`src/rtl/ctrl_decoder_pkg.sv`:
```
// Shared constants and types for the ctrl_decoder instruction-sequencing controller:
// opcode/sub-opcode values, mux select encodings, FSM state encoding and the
// decoded-control bundle passed from instr_decode to ctrl_decoder.
package ctrl_pkg;

    // Major opcodes, instr[30:25]
    localparam logic [5:0] OP_ALU  = 6'b100000;
    localparam logic [5:0] OP_MOVI = 6'b100010;
    localparam logic [5:0] OP_ADDI = 6'b101000;
    localparam logic [5:0] OP_ORI  = 6'b101100;
    localparam logic [5:0] OP_XORI = 6'b101011;

    // ALU sub-opcodes, instr[4:0]
    localparam logic [4:0] SUB_ADD   = 5'b00000;
    localparam logic [4:0] SUB_SUB   = 5'b00001;
    localparam logic [4:0] SUB_AND   = 5'b00010;
    localparam logic [4:0] SUB_XOR   = 5'b00011;
    localparam logic [4:0] SUB_OR    = 5'b00100;
    localparam logic [4:0] SUB_SLLI  = 5'b01000;
    localparam logic [4:0] SUB_SRLI  = 5'b01001;
    localparam logic [4:0] SUB_ROTRI = 5'b01011;

    // Immediate extension select
    localparam logic [1:0] imm5bitZE  = 2'b00;
    localparam logic [1:0] imm15bitSE = 2'b01;
    localparam logic [1:0] imm15bitZE = 2'b10;
    localparam logic [1:0] imm20bitSE = 2'b11;

    // ALU operand 2 select
    localparam logic regOut = 1'b0;
    localparam logic immOut = 1'b1;

    // Writeback source select
    localparam logic aluResult = 1'b0;
    localparam logic scr2      = 1'b1;

    // FSM state encoding
    localparam logic [1:0] STOP      = 2'd0;
    localparam logic [1:0] FETCH     = 2'd1;
    localparam logic [1:0] EXECUTE   = 2'd2;
    localparam logic [1:0] WRITEBACK = 2'd3;

    // Everything the datapath needs for one instruction
    typedef struct packed {
        logic [4:0]  ra;
        logic [4:0]  rb;
        logic [4:0]  rt;
        logic [4:0]  imm5;
        logic [14:0] imm15;
        logic [19:0] imm20;
        logic [1:0]  mux4to1;
        logic        mux2to1;
        logic        imm_reg;
        logic [5:0]  opcode;
        logic [4:0]  sub_opcode;
        logic        illegal;
    } decode_t;

    // Register-register ALU operations
    function automatic logic is_alu_reg_sub(input logic [4:0] s);
        return (s == SUB_ADD) || (s == SUB_SUB) || (s == SUB_AND) ||
               (s == SUB_XOR) || (s == SUB_OR);
    endfunction

    // Shift/rotate-by-immediate ALU operations
    function automatic logic is_alu_shift_sub(input logic [4:0] s);
        return (s == SUB_SLLI) || (s == SUB_SRLI) || (s == SUB_ROTRI);
    endfunction

    // Harmless control set substituted for an undecodable instruction
    function automatic decode_t nop_decode();
        decode_t d;
        d            = '0;
        d.opcode     = OP_ALU;
        d.sub_opcode = SUB_SRLI;
        d.mux4to1    = imm5bitZE;
        d.imm_reg    = immOut;
        d.mux2to1    = aluResult;
        d.illegal    = 1'b1;
        return d;
    endfunction

endpackage

```
`src/rtl/ctrl_decoder_if.sv`:
```
// Instruction handshake and datapath control bundle for ctrl_decoder.
// master: instruction source / datapath side. slave: the controller.
interface ctrl_decoder_if #(
    parameter int DataSize = 32,
    parameter int AddrSize = 5
);
    logic [DataSize-1:0] instr;
    logic                instr_valid;
    logic                instr_ready;
    logic                alu_overflow;
    logic [AddrSize-1:0] read_address1;
    logic [AddrSize-1:0] read_address2;
    logic [AddrSize-1:0] write_address;
    logic [4:0]          imm_5bit;
    logic [14:0]         imm_15bit;
    logic [19:0]         imm_20bit;
    logic [1:0]          mux4to1_select;
    logic                mux2to1_select;
    logic                imm_reg_select;
    logic                enable_fetch;
    logic                enable_execute;
    logic                enable_writeback;
    logic [5:0]          opcode;
    logic [4:0]          sub_opcode;
    logic                illegal;
    logic                ovf_sticky;

    modport master (
        output instr, instr_valid, alu_overflow,
        input  instr_ready, read_address1, read_address2, write_address,
               imm_5bit, imm_15bit, imm_20bit, mux4to1_select, mux2to1_select,
               imm_reg_select, enable_fetch, enable_execute, enable_writeback,
               opcode, sub_opcode, illegal, ovf_sticky
    );

    modport slave (
        input  instr, instr_valid, alu_overflow,
        output instr_ready, read_address1, read_address2, write_address,
               imm_5bit, imm_15bit, imm_20bit, mux4to1_select, mux2to1_select,
               imm_reg_select, enable_fetch, enable_execute, enable_writeback,
               opcode, sub_opcode, illegal, ovf_sticky
    );
endinterface

```
`src/rtl/ctrl_decoder_instr_decode.sv`:
```
// Combinational NDS32-subset decoder: splits the instruction into register
// addresses and immediates and chooses the mux selects. Any undecodable word
// (instr[31] set, unknown opcode, unknown ALU sub-opcode) is replaced by a NOP
// control set with the illegal flag raised.
module instr_decode
    import ctrl_pkg::*;
#(
    parameter int DataSize = 32
) (
    input  logic [DataSize-1:0] instr,
    output decode_t             dec
);

    logic [5:0] op;
    logic [4:0] sb;

    assign op = instr[30:25];
    assign sb = instr[4:0];

    // Field extraction plus opcode-table lookup of the selects
    always_comb begin
        // NOTE: every field gets a value before any branch so no path leaves it unassigned (no latch).
        dec            = '0;
        dec.ra         = instr[19:15];
        dec.rb         = instr[14:10];
        dec.rt         = instr[24:20];
        dec.imm5       = instr[14:10];
        dec.imm15      = instr[14:0];
        dec.imm20      = instr[19:0];
        dec.opcode     = op;
        dec.sub_opcode = sb;

        if (instr[31]) begin
            dec.illegal = 1'b1;
        end else begin
            case (op)
                OP_ALU: begin
                    if (is_alu_reg_sub(sb)) begin
                        dec.mux4to1 = imm5bitZE;
                        dec.imm_reg = regOut;
                        dec.mux2to1 = aluResult;
                    end else if (is_alu_shift_sub(sb)) begin
                        dec.mux4to1 = imm5bitZE;
                        dec.imm_reg = immOut;
                        dec.mux2to1 = aluResult;
                    end else begin
                        dec.illegal = 1'b1;
                    end
                end
                OP_MOVI: begin
                    dec.mux4to1 = imm20bitSE;
                    dec.imm_reg = immOut;
                    dec.mux2to1 = scr2;
                end
                OP_ADDI: begin
                    dec.mux4to1 = imm15bitSE;
                    dec.imm_reg = immOut;
                    dec.mux2to1 = aluResult;
                end
                OP_ORI, OP_XORI: begin
                    dec.mux4to1 = imm15bitZE;
                    dec.imm_reg = immOut;
                    dec.mux2to1 = aluResult;
                end
                default: dec.illegal = 1'b1;
            endcase
        end

        if (dec.illegal) begin
            dec = nop_decode();
        end
    end

endmodule

```
`src/rtl/ctrl_decoder.sv`:
```
// ctrl_decoder: accepts one instruction over valid/ready, registers its decoded
// controls and steps the datapath STOP -> FETCH -> EXECUTE -> WRITEBACK.
// Controls are held from accept until the next accept.
// Optional: CTRL_BYPASS_STOP_EN lets WRITEBACK accept the next instruction and
// go straight to FETCH (3 cycles/instruction back-to-back).
module ctrl_decoder
    import ctrl_pkg::*;
#(
    parameter int DataSize = 32,
    parameter int AddrSize = 5
) (
    input  logic          clk,
    input  logic          rst,
    ctrl_decoder_if.slave bus
);

    logic [1:0] state;
    logic [1:0] next_state;
    logic       ready_q;
    logic       ready_next;
    logic       accept;
    logic       en_fetch_q;
    logic       en_execute_q;
    logic       en_writeback_q;
    logic       illegal_q;
    logic       ovf_q;
    decode_t    dec;
    decode_t    dec_q;

    instr_decode #(.DataSize(DataSize)) u_decode (
        .instr (bus.instr),
        .dec   (dec)
    );

    assign accept = bus.instr_valid && ready_q;

    // Sequencing: one cycle per phase, STOP waits for an accepted instruction
    always_comb begin
        next_state = state;
        case (state)
            STOP:      if (accept) next_state = FETCH;
            FETCH:     next_state = EXECUTE;
            EXECUTE:   next_state = WRITEBACK;
`ifdef CTRL_BYPASS_STOP_EN
            WRITEBACK: next_state = accept ? FETCH : STOP;
`else
            WRITEBACK: next_state = STOP;
`endif
            default:   next_state = STOP;
        endcase
    end

    // The controller is ready in STOP (and in WRITEBACK when bypass is built in)
`ifdef CTRL_BYPASS_STOP_EN
    assign ready_next = (next_state == STOP) || (next_state == WRITEBACK);
`else
    assign ready_next = (next_state == STOP);
`endif

    // State, ready and one-hot enables, all registered from the next state
    always_ff @(posedge clk or negedge rst) begin
        if (!rst) begin
            state          <= STOP;
            ready_q        <= 1'b0;
            en_fetch_q     <= 1'b0;
            en_execute_q   <= 1'b0;
            en_writeback_q <= 1'b0;
            illegal_q      <= 1'b0;
        end else begin
            // NOTE: sequential state uses non-blocking assignments so every register samples pre-edge values.
            state          <= next_state;
            ready_q        <= ready_next;
            en_fetch_q     <= (next_state == FETCH);
            en_execute_q   <= (next_state == EXECUTE);
            en_writeback_q <= (next_state == WRITEBACK) && !dec_q.illegal;
            illegal_q      <= accept && dec.illegal;
        end
    end

    // Sticky overflow: latched from the ALU only while executing
    always_ff @(posedge clk or negedge rst) begin
        if (!rst) begin
            ovf_q <= 1'b0;
        end else if ((state == EXECUTE) && bus.alu_overflow) begin
            ovf_q <= 1'b1;
        end
    end

    // Decoded control bundle, captured at accept and held for the instruction
    always_ff @(posedge clk or negedge rst) begin
        if (!rst) begin
            // NOTE: this wide register is reset on purpose so no stale control reaches the datapath after reset.
            dec_q <= '0;
        end else if (accept) begin
            dec_q <= dec;
        end
    end

    assign bus.instr_ready      = ready_q;
    assign bus.read_address1    = AddrSize'(dec_q.ra);
    assign bus.read_address2    = AddrSize'(dec_q.rb);
    assign bus.write_address    = AddrSize'(dec_q.rt);
    assign bus.imm_5bit         = dec_q.imm5;
    assign bus.imm_15bit        = dec_q.imm15;
    assign bus.imm_20bit        = dec_q.imm20;
    assign bus.mux4to1_select   = dec_q.mux4to1;
    assign bus.mux2to1_select   = dec_q.mux2to1;
    assign bus.imm_reg_select   = dec_q.imm_reg;
    assign bus.opcode           = dec_q.opcode;
    assign bus.sub_opcode       = dec_q.sub_opcode;
    assign bus.enable_fetch     = en_fetch_q;
    assign bus.enable_execute   = en_execute_q;
    assign bus.enable_writeback = en_writeback_q;
    assign bus.illegal          = illegal_q;
    assign bus.ovf_sticky       = ovf_q;

endmodule

```
`src/flat_wrapper.sv`:
```
// flat-port wrapper written by rule: the top's interface ports become plain ports
module ctrl_decoder_flat import ctrl_pkg::*;
#(
    parameter int DataSize = 32,
    parameter int AddrSize = 5
)
  (clk, rst, bus_instr, bus_instr_valid, bus_alu_overflow, bus_instr_ready, bus_read_address1, bus_read_address2, bus_write_address, bus_imm_5bit, bus_imm_15bit, bus_imm_20bit, bus_mux4to1_select, bus_mux2to1_select, bus_imm_reg_select, bus_enable_fetch, bus_enable_execute, bus_enable_writeback, bus_opcode, bus_sub_opcode, bus_illegal, bus_ovf_sticky);
  ctrl_decoder_if #(.DataSize(DataSize), .AddrSize(AddrSize)) bus_i ();
  input  logic clk;
  input  logic rst;
  input wire logic [$bits(bus_i.instr)-1:0] bus_instr;
  input wire logic [$bits(bus_i.instr_valid)-1:0] bus_instr_valid;
  input wire logic [$bits(bus_i.alu_overflow)-1:0] bus_alu_overflow;
  output wire logic [$bits(bus_i.instr_ready)-1:0] bus_instr_ready;
  output wire logic [$bits(bus_i.read_address1)-1:0] bus_read_address1;
  output wire logic [$bits(bus_i.read_address2)-1:0] bus_read_address2;
  output wire logic [$bits(bus_i.write_address)-1:0] bus_write_address;
  output wire logic [$bits(bus_i.imm_5bit)-1:0] bus_imm_5bit;
  output wire logic [$bits(bus_i.imm_15bit)-1:0] bus_imm_15bit;
  output wire logic [$bits(bus_i.imm_20bit)-1:0] bus_imm_20bit;
  output wire logic [$bits(bus_i.mux4to1_select)-1:0] bus_mux4to1_select;
  output wire logic [$bits(bus_i.mux2to1_select)-1:0] bus_mux2to1_select;
  output wire logic [$bits(bus_i.imm_reg_select)-1:0] bus_imm_reg_select;
  output wire logic [$bits(bus_i.enable_fetch)-1:0] bus_enable_fetch;
  output wire logic [$bits(bus_i.enable_execute)-1:0] bus_enable_execute;
  output wire logic [$bits(bus_i.enable_writeback)-1:0] bus_enable_writeback;
  output wire logic [$bits(bus_i.opcode)-1:0] bus_opcode;
  output wire logic [$bits(bus_i.sub_opcode)-1:0] bus_sub_opcode;
  output wire logic [$bits(bus_i.illegal)-1:0] bus_illegal;
  output wire logic [$bits(bus_i.ovf_sticky)-1:0] bus_ovf_sticky;
  assign bus_i.instr = bus_instr;
  assign bus_i.instr_valid = bus_instr_valid;
  assign bus_i.alu_overflow = bus_alu_overflow;
  assign bus_instr_ready = bus_i.instr_ready;
  assign bus_read_address1 = bus_i.read_address1;
  assign bus_read_address2 = bus_i.read_address2;
  assign bus_write_address = bus_i.write_address;
  assign bus_imm_5bit = bus_i.imm_5bit;
  assign bus_imm_15bit = bus_i.imm_15bit;
  assign bus_imm_20bit = bus_i.imm_20bit;
  assign bus_mux4to1_select = bus_i.mux4to1_select;
  assign bus_mux2to1_select = bus_i.mux2to1_select;
  assign bus_imm_reg_select = bus_i.imm_reg_select;
  assign bus_enable_fetch = bus_i.enable_fetch;
  assign bus_enable_execute = bus_i.enable_execute;
  assign bus_enable_writeback = bus_i.enable_writeback;
  assign bus_opcode = bus_i.opcode;
  assign bus_sub_opcode = bus_i.sub_opcode;
  assign bus_illegal = bus_i.illegal;
  assign bus_ovf_sticky = bus_i.ovf_sticky;
  ctrl_decoder #(.DataSize(DataSize), .AddrSize(AddrSize)) u_core (.clk(clk), .rst(rst), .bus(bus_i));
endmodule
```
`config.mk`:
```
export PLATFORM = sky130hd
export DESIGN_NAME = ctrl_decoder_flat
export DESIGN_NICKNAME = d
export VERILOG_FILES = /design/src/rtl/ctrl_decoder_pkg.sv /design/src/rtl/ctrl_decoder_if.sv /design/src/rtl/ctrl_decoder_instr_decode.sv /design/src/rtl/ctrl_decoder.sv /design/src/flat_wrapper.sv
export SDC_FILE = /design/constraint.sdc
export NUM_CORES = 1
export LEC_CHECK = 0
export CELL_PAD_IN_SITES_DETAIL_PLACEMENT = 0
export CELL_PAD_IN_SITES_GLOBAL_PLACEMENT = 1
export CORE_MARGIN = 10
export CORE_UTILIZATION = 40
export CTS_BUF_LIST = sky130_fd_sc_hd__clkbuf_4
export CTS_CLUSTER_DIAMETER = 120
export DETAILED_ROUTE_END_ITERATION = 8
export PLACE_DENSITY_LB_ADDON = 0.05
export SYNTH_ARGS = -nofsm -noshare
export SYNTH_HDL_FRONTEND = slang
export SYNTH_HIERARCHICAL = 1
export SYNTH_SLANG_ARGS = --single-unit
```
`constraint.sdc`:
```
create_clock -name clk -period 1.6 [get_ports clk]
set_input_delay 0.32 -clock clk [delete_from_list [all_inputs] [get_ports clk]]
set_output_delay 0.32 -clock clk [all_outputs]
set_load 0.02 [all_outputs]
```
## After elaboration in Yosys (flattened, before gate mapping)

Cells that the tools add are included.

| cells by class | value |
|---|---|
| reduce and logical (&&, ||, !) cells | 16 |
| multiplexer cells | 11 |
| equal/unequal tests | 18 |

Operators with widths:

| kind | number |
|---|---|
| $mux 71 | 1 |
| $eq 6x6->1 const B | 5 |
| $pmux 4 s4 | 1 |
| $eq 5x4->1 const B | 3 |
| $eq 5x2->1 const B | 2 |
| $eq 2x2->1 const B | 4 |
| $pmux 2 s4 | 1 |
| $logic_or 1x1->1 | 6 |
| $eq 5x1->1 const B | 1 |
| $eq 5x3->1 const B | 1 |
| $logic_not 5->1 | 1 |
| $mux 1 | 5 |
| $eq 2x1->1 const B | 2 |
| $logic_and 1x1->1 | 4 |
| $logic_not 2->1 | 2 |
| $mux 4 | 1 |
| $reduce_or 4->1 | 1 |
| $mux 2 | 1 |
| $pmux 1 s2 | 1 |
| $reduce_or 2->1 | 1 |
| $logic_not 1->1 | 1 |

| word-level totals | value |
|---|---|
| register bits | 79 |
| input bits | 36 |
| output and inout bits | 76 |

## Longest topological paths before layout

| depth | value |
|---|---|
| depth after elaboration | 10 |
| gate-level depth with buffers | 8 |
| depth with buffers taken out | 5 |

## Cells and area by module

Netlist, hierarchy kept.

By module, submodules not included:

| module | cells each | instances | area an instance (um^2) |
|---|---|---|---|
| ctrl_decoder | 238 | 1 | 3,499.6 |
| instr_decode | 128 | 1 | 863.3 |

## Worst setup path after synthesis

OpenSTA, ideal clock, no wires.

| path | value |
|---|---|
| path kind | input port to flip-flop |
| from | input bus_instr[26] |
| to | register u_core.dec_q (netlist bit u_core/bus.imm_5bit[3]) |
| slack | -0.333 ns |
| data required time | 1.475 ns |
| arrival time | 1.808 ns |
| stages | 8 |
| cell sequence | clkbuf_1 > nor3_1 > o311a_1 > buf_2 > buf_2 > a211oi_1 > buf_4 > mux2_2 |

RTL lines:

| what | RTL line | RTL |
|---|---|---|
| start, declared | flat_wrapper.sv:11 | `input wire logic [$bits(bus_i.instr)-1:0] bus_instr;` |
| end signal, assigned | ctrl_decoder.sv:93 | `dec_q <= '0;` |
| end signal, assigned | ctrl_decoder.sv:95 | `dec_q <= dec;` |
| end, declared | ctrl_decoder.sv:28 | `decode_t dec_q;` |

==> impl_metrics.tcl <==
set metrics [dict create \
    switchingPower_mw 1.594 \
    skew_ns 0.007380 \
    slowest_delay_ns 0.41 \
    cts_tree "done" \
    ctsHtreeMaxLevel 3 \
    synthArstFlopShare 1.000 \
    synth_edf_count 0 \
    grt_antenna_before_repair 0 \
    drtIter0Drc 66 \
    synthTopCellsByArea "dfrtp_1 (45%), buf_4 (18%), mux2_2 (17%)" \
    dieArea_um2 15490 \
    leakage_nw 2.957 \
    syn_inst 366 \
    nFillCells 1011 \
    r2r_start "u_core/bus.instr_ready" \
    max_freq_mhz 622.0 \
    cts_root_buf "clkbuf_4" \
    synth_seq_cells 79 \
    yosysSeqAreaShare 0.4531 \
    regToRegSetupSlack_ns 0.32 \
    switching_share 0.3029 \
    cp_data_arrival_time_ns 1.93 \
    start_util 0.4060 \
    grt_usage 0.1253 \
    synth_top_area_frac 0.4531 \
    crit_type "input pin to register" \
    start_kind "input pin" \
    violations "setup timing" \
    drt_drc_violations_left 0 \
    status "complete, but fails checks" \
    clkPwrFrac 0.264 \
    ir_worst_vdd_v 0.0005081 \
    row_count 38 \
    io_pins 112 \
    gp_congestion 0.7049 \
    layout.nets 453 \
    wirelength_mm 9.825 \
    path_clk_slew_ns 0.12 \
    clk_latency_ns 0.42 \
    avgSynthCellArea_um2 11.92 \
    slowest_stage "clkdlybuf4s50_1" \
    dp_hpwl_mm 7.181 \
    p_int_mw 3.667 \
    cts.sinks 79 \
    crit_chain "clkdlybuf4s50_1, nor2b_1, o311a_4, buf_12, a211o_1, mux2_2" \
    maxCapViolCount 0 \
    synth_commonest_cells "buf_4 (103), dfrtp_1 (79), mux2_2 (65), inv_1 (26), a211oi_1 (23)" \
    portBuffers 111 \
    yosysMostFrequentCell "buf_4" \
    period_needed_ns 1.608 \
    crit_start "bus_instr[3]" \
    clock_path_buffers 2 \
    overflow 0 \
    synth_warnings 6 \
    setup_ws_ns -0.007642 \
    final-setup-viol-count 1 \
    cts_buffers 9 \
    vias_per_cell 4.623 \
    grt_max_degree 39 \
    yosysUniqueCellTypes 39 \
    dr.pass1.iters 4 \
    ant_nets 0 \
    end_kind "register" \
    yosys.area.top_type "dfrtp_1" \
    total_power_mw 5.261 \
    p_per_area_nw_per_um2 947.3 \
    r2r-end "u_core/bus.write_address[3]" \
    die_w_um 124.4 \
    timing.final.crit_share 1.005 \
    reg2reg_depth 3 \
    worstPathRequired_ns 1.92 \
    grt_pass1_wl_mm 15.76 \
    antenna_cells 0 \
    p_seq_frac 0.444 \
    syn_nets 405 \
    combPwrFrac 0.292 \
    synthToLayoutAreaGrowth_pct 27.30 \
    grt_pass1_vias 2864 \
    place_area_um2 5265 \
    grt_setup_unrepaired "yes" \
    fin_area_um2 5554 \
    coreArea_um2 10750 \
    hold_class "input pin to async pin" \
    synth_area_um2 4363 \
    vias 2584 \
    wl_per_cell_um 17.58 \
    drive_gt1_frac 0.4129 \
    finalHoldViolations 0 \
    path_max_fanout 12 \
    maxSlewViolCount 0 \
    synth_ff_type "dfrtp_1" \
    die_h_um 124.4 \
]
## cell families after synthesis
| kind of cell | share of synthesized area |
|---|---|
| mux | 0.1884 |
| other cells | 0.001721 |
| buf+inv | 0.2375 |
| simple gates | 0.04158 |
| compound gates | 0.06510 |
| flops | 0.4531 |
| xor+xnor | 0.004016 |
| fa+ha+maj | 0.008604 |
## metrics by stage
step             TNS, ns  hold WS [ns]  utilization  setup WS (ns)  cells
5_1_grt        -0.004235        0.3082       0.5169      -0.004235    559
4_1_cts        -0.006716        0.3239       0.5127      -0.006716    557
2_1_floorplan     -4.697       0.02441            -        -0.1840    366
3_3_place_gp      -38.84        0.2660       0.4900        -0.6233    529
6_report       -0.007642        0.3415       0.5169      -0.007642    559
3_5_place_dp      -40.45        0.2645       0.4900        -0.6659    529
## power by group through the flow
stage	clock (mW)	sequential (mW)	combinational [mW]
3_3_place_gp	0	2.38	1.65
5_1_grt	1.54	2.36	1.67
6_report	1.39	2.33	1.54
3_5_place_dp	0	2.39	1.66
4_1_cts	1.46	2.34	1.56
2_1_floorplan	0	2.41	1.11
## registers in the layout, indices dropped and copies added (netlist names), 2 cells and up
register / count
u_core/bus.sub_opcode: 5
u_core/bus.write_address: 5
u_core/bus.read_address1: 5
u_core/state: 2
u_core/bus.mux4to1_select: 2
u_core/bus.imm_20bit: 20
u_core/bus.opcode: 6
u_core/bus.imm_15bit: 15
u_core/bus.imm_5bit: 5
u_core/bus.read_address2: 5
## area by class of cell
class | instances | area [µm²] | share of cell area
sequential | 79 | 1977 | 0.3559
multi-input combinational | 141 | 1589 | 0.2861
timing repair buffer | 157 | 1550 | 0.2791
tap | 140 | 175.2 | 0.03154
clock buffer | 13 | 97.59 | 0.01757
inverter | 26 | 97.59 | 0.01757
clock inverter | 3 | 67.56 | 0.01216
## worst max-delay path: cells and delay by family
family	cells	cell delay (ns)
simple gates	1	0.14
mux	1	0.25
buf+inv	2	0.59
compound gates	2	0.62
## routing by layer
metal | vias to the layer above | part of all wire | global-route usage
met5 | - | 0 | 0
li1 | 1224 | - | -
met3 | 10 | 0.078 | 0.05574
met1 | 1280 | 0.43 | 0.1492
met2 | 70 | 0.48 | 0.1963
met4 | 0 | 0.013 | 0.04318
## worst max-delay path by stage
stage	end	slack, ns
4_1_cts	u_core/bus.imm_5bit[2]	-0.007
3_3_place_gp	u_core/bus.sub_opcode[1]	-0.62
5_1_grt	u_core/bus.sub_opcode[0]	-0.004
2_1_floorplan	u_core/dec_q[0]	-0.18
6_report	u_core/bus.sub_opcode[0]	-0.008
3_5_place_dp	u_core/bus.imm_5bit[2]	-0.67
## cells in the final DEF (no fill, tap or decap), types with 3 or more instances in the layout
master,Yosys,layout
nor2_1,4,3
a211oi_2,1,12
inv_1,26,26
mux2_2,65,55
clkbuf_2,0,4
a211oi_4,0,7
buf_4,103,30
dlygate4sd2_1,0,78
ha_1,3,3
a211oi_1,23,5
nor3_1,4,3
nor2b_1,3,3
buf_12,0,12
mux2_4,6,16
dfrtp_1,79,79
clkdlybuf4s50_1,0,27
clkbuf_4,0,13
## what timing repair did
| action | 4_1_cts | 5_1_grt |
|---|---|---|
| setup buffers | 8 | 1 |
| gates cloned | 3 | 1 |
| hold buffers | 1 | 0 |
| endpoints found under the hold margin | 24 | 0 |
| gates resized for setup | 93 | 15 |
| pin swaps | 2 | 4 |
| endpoints found under the setup margin | 139 | 60 |
(Power assumes the default switching activity.)
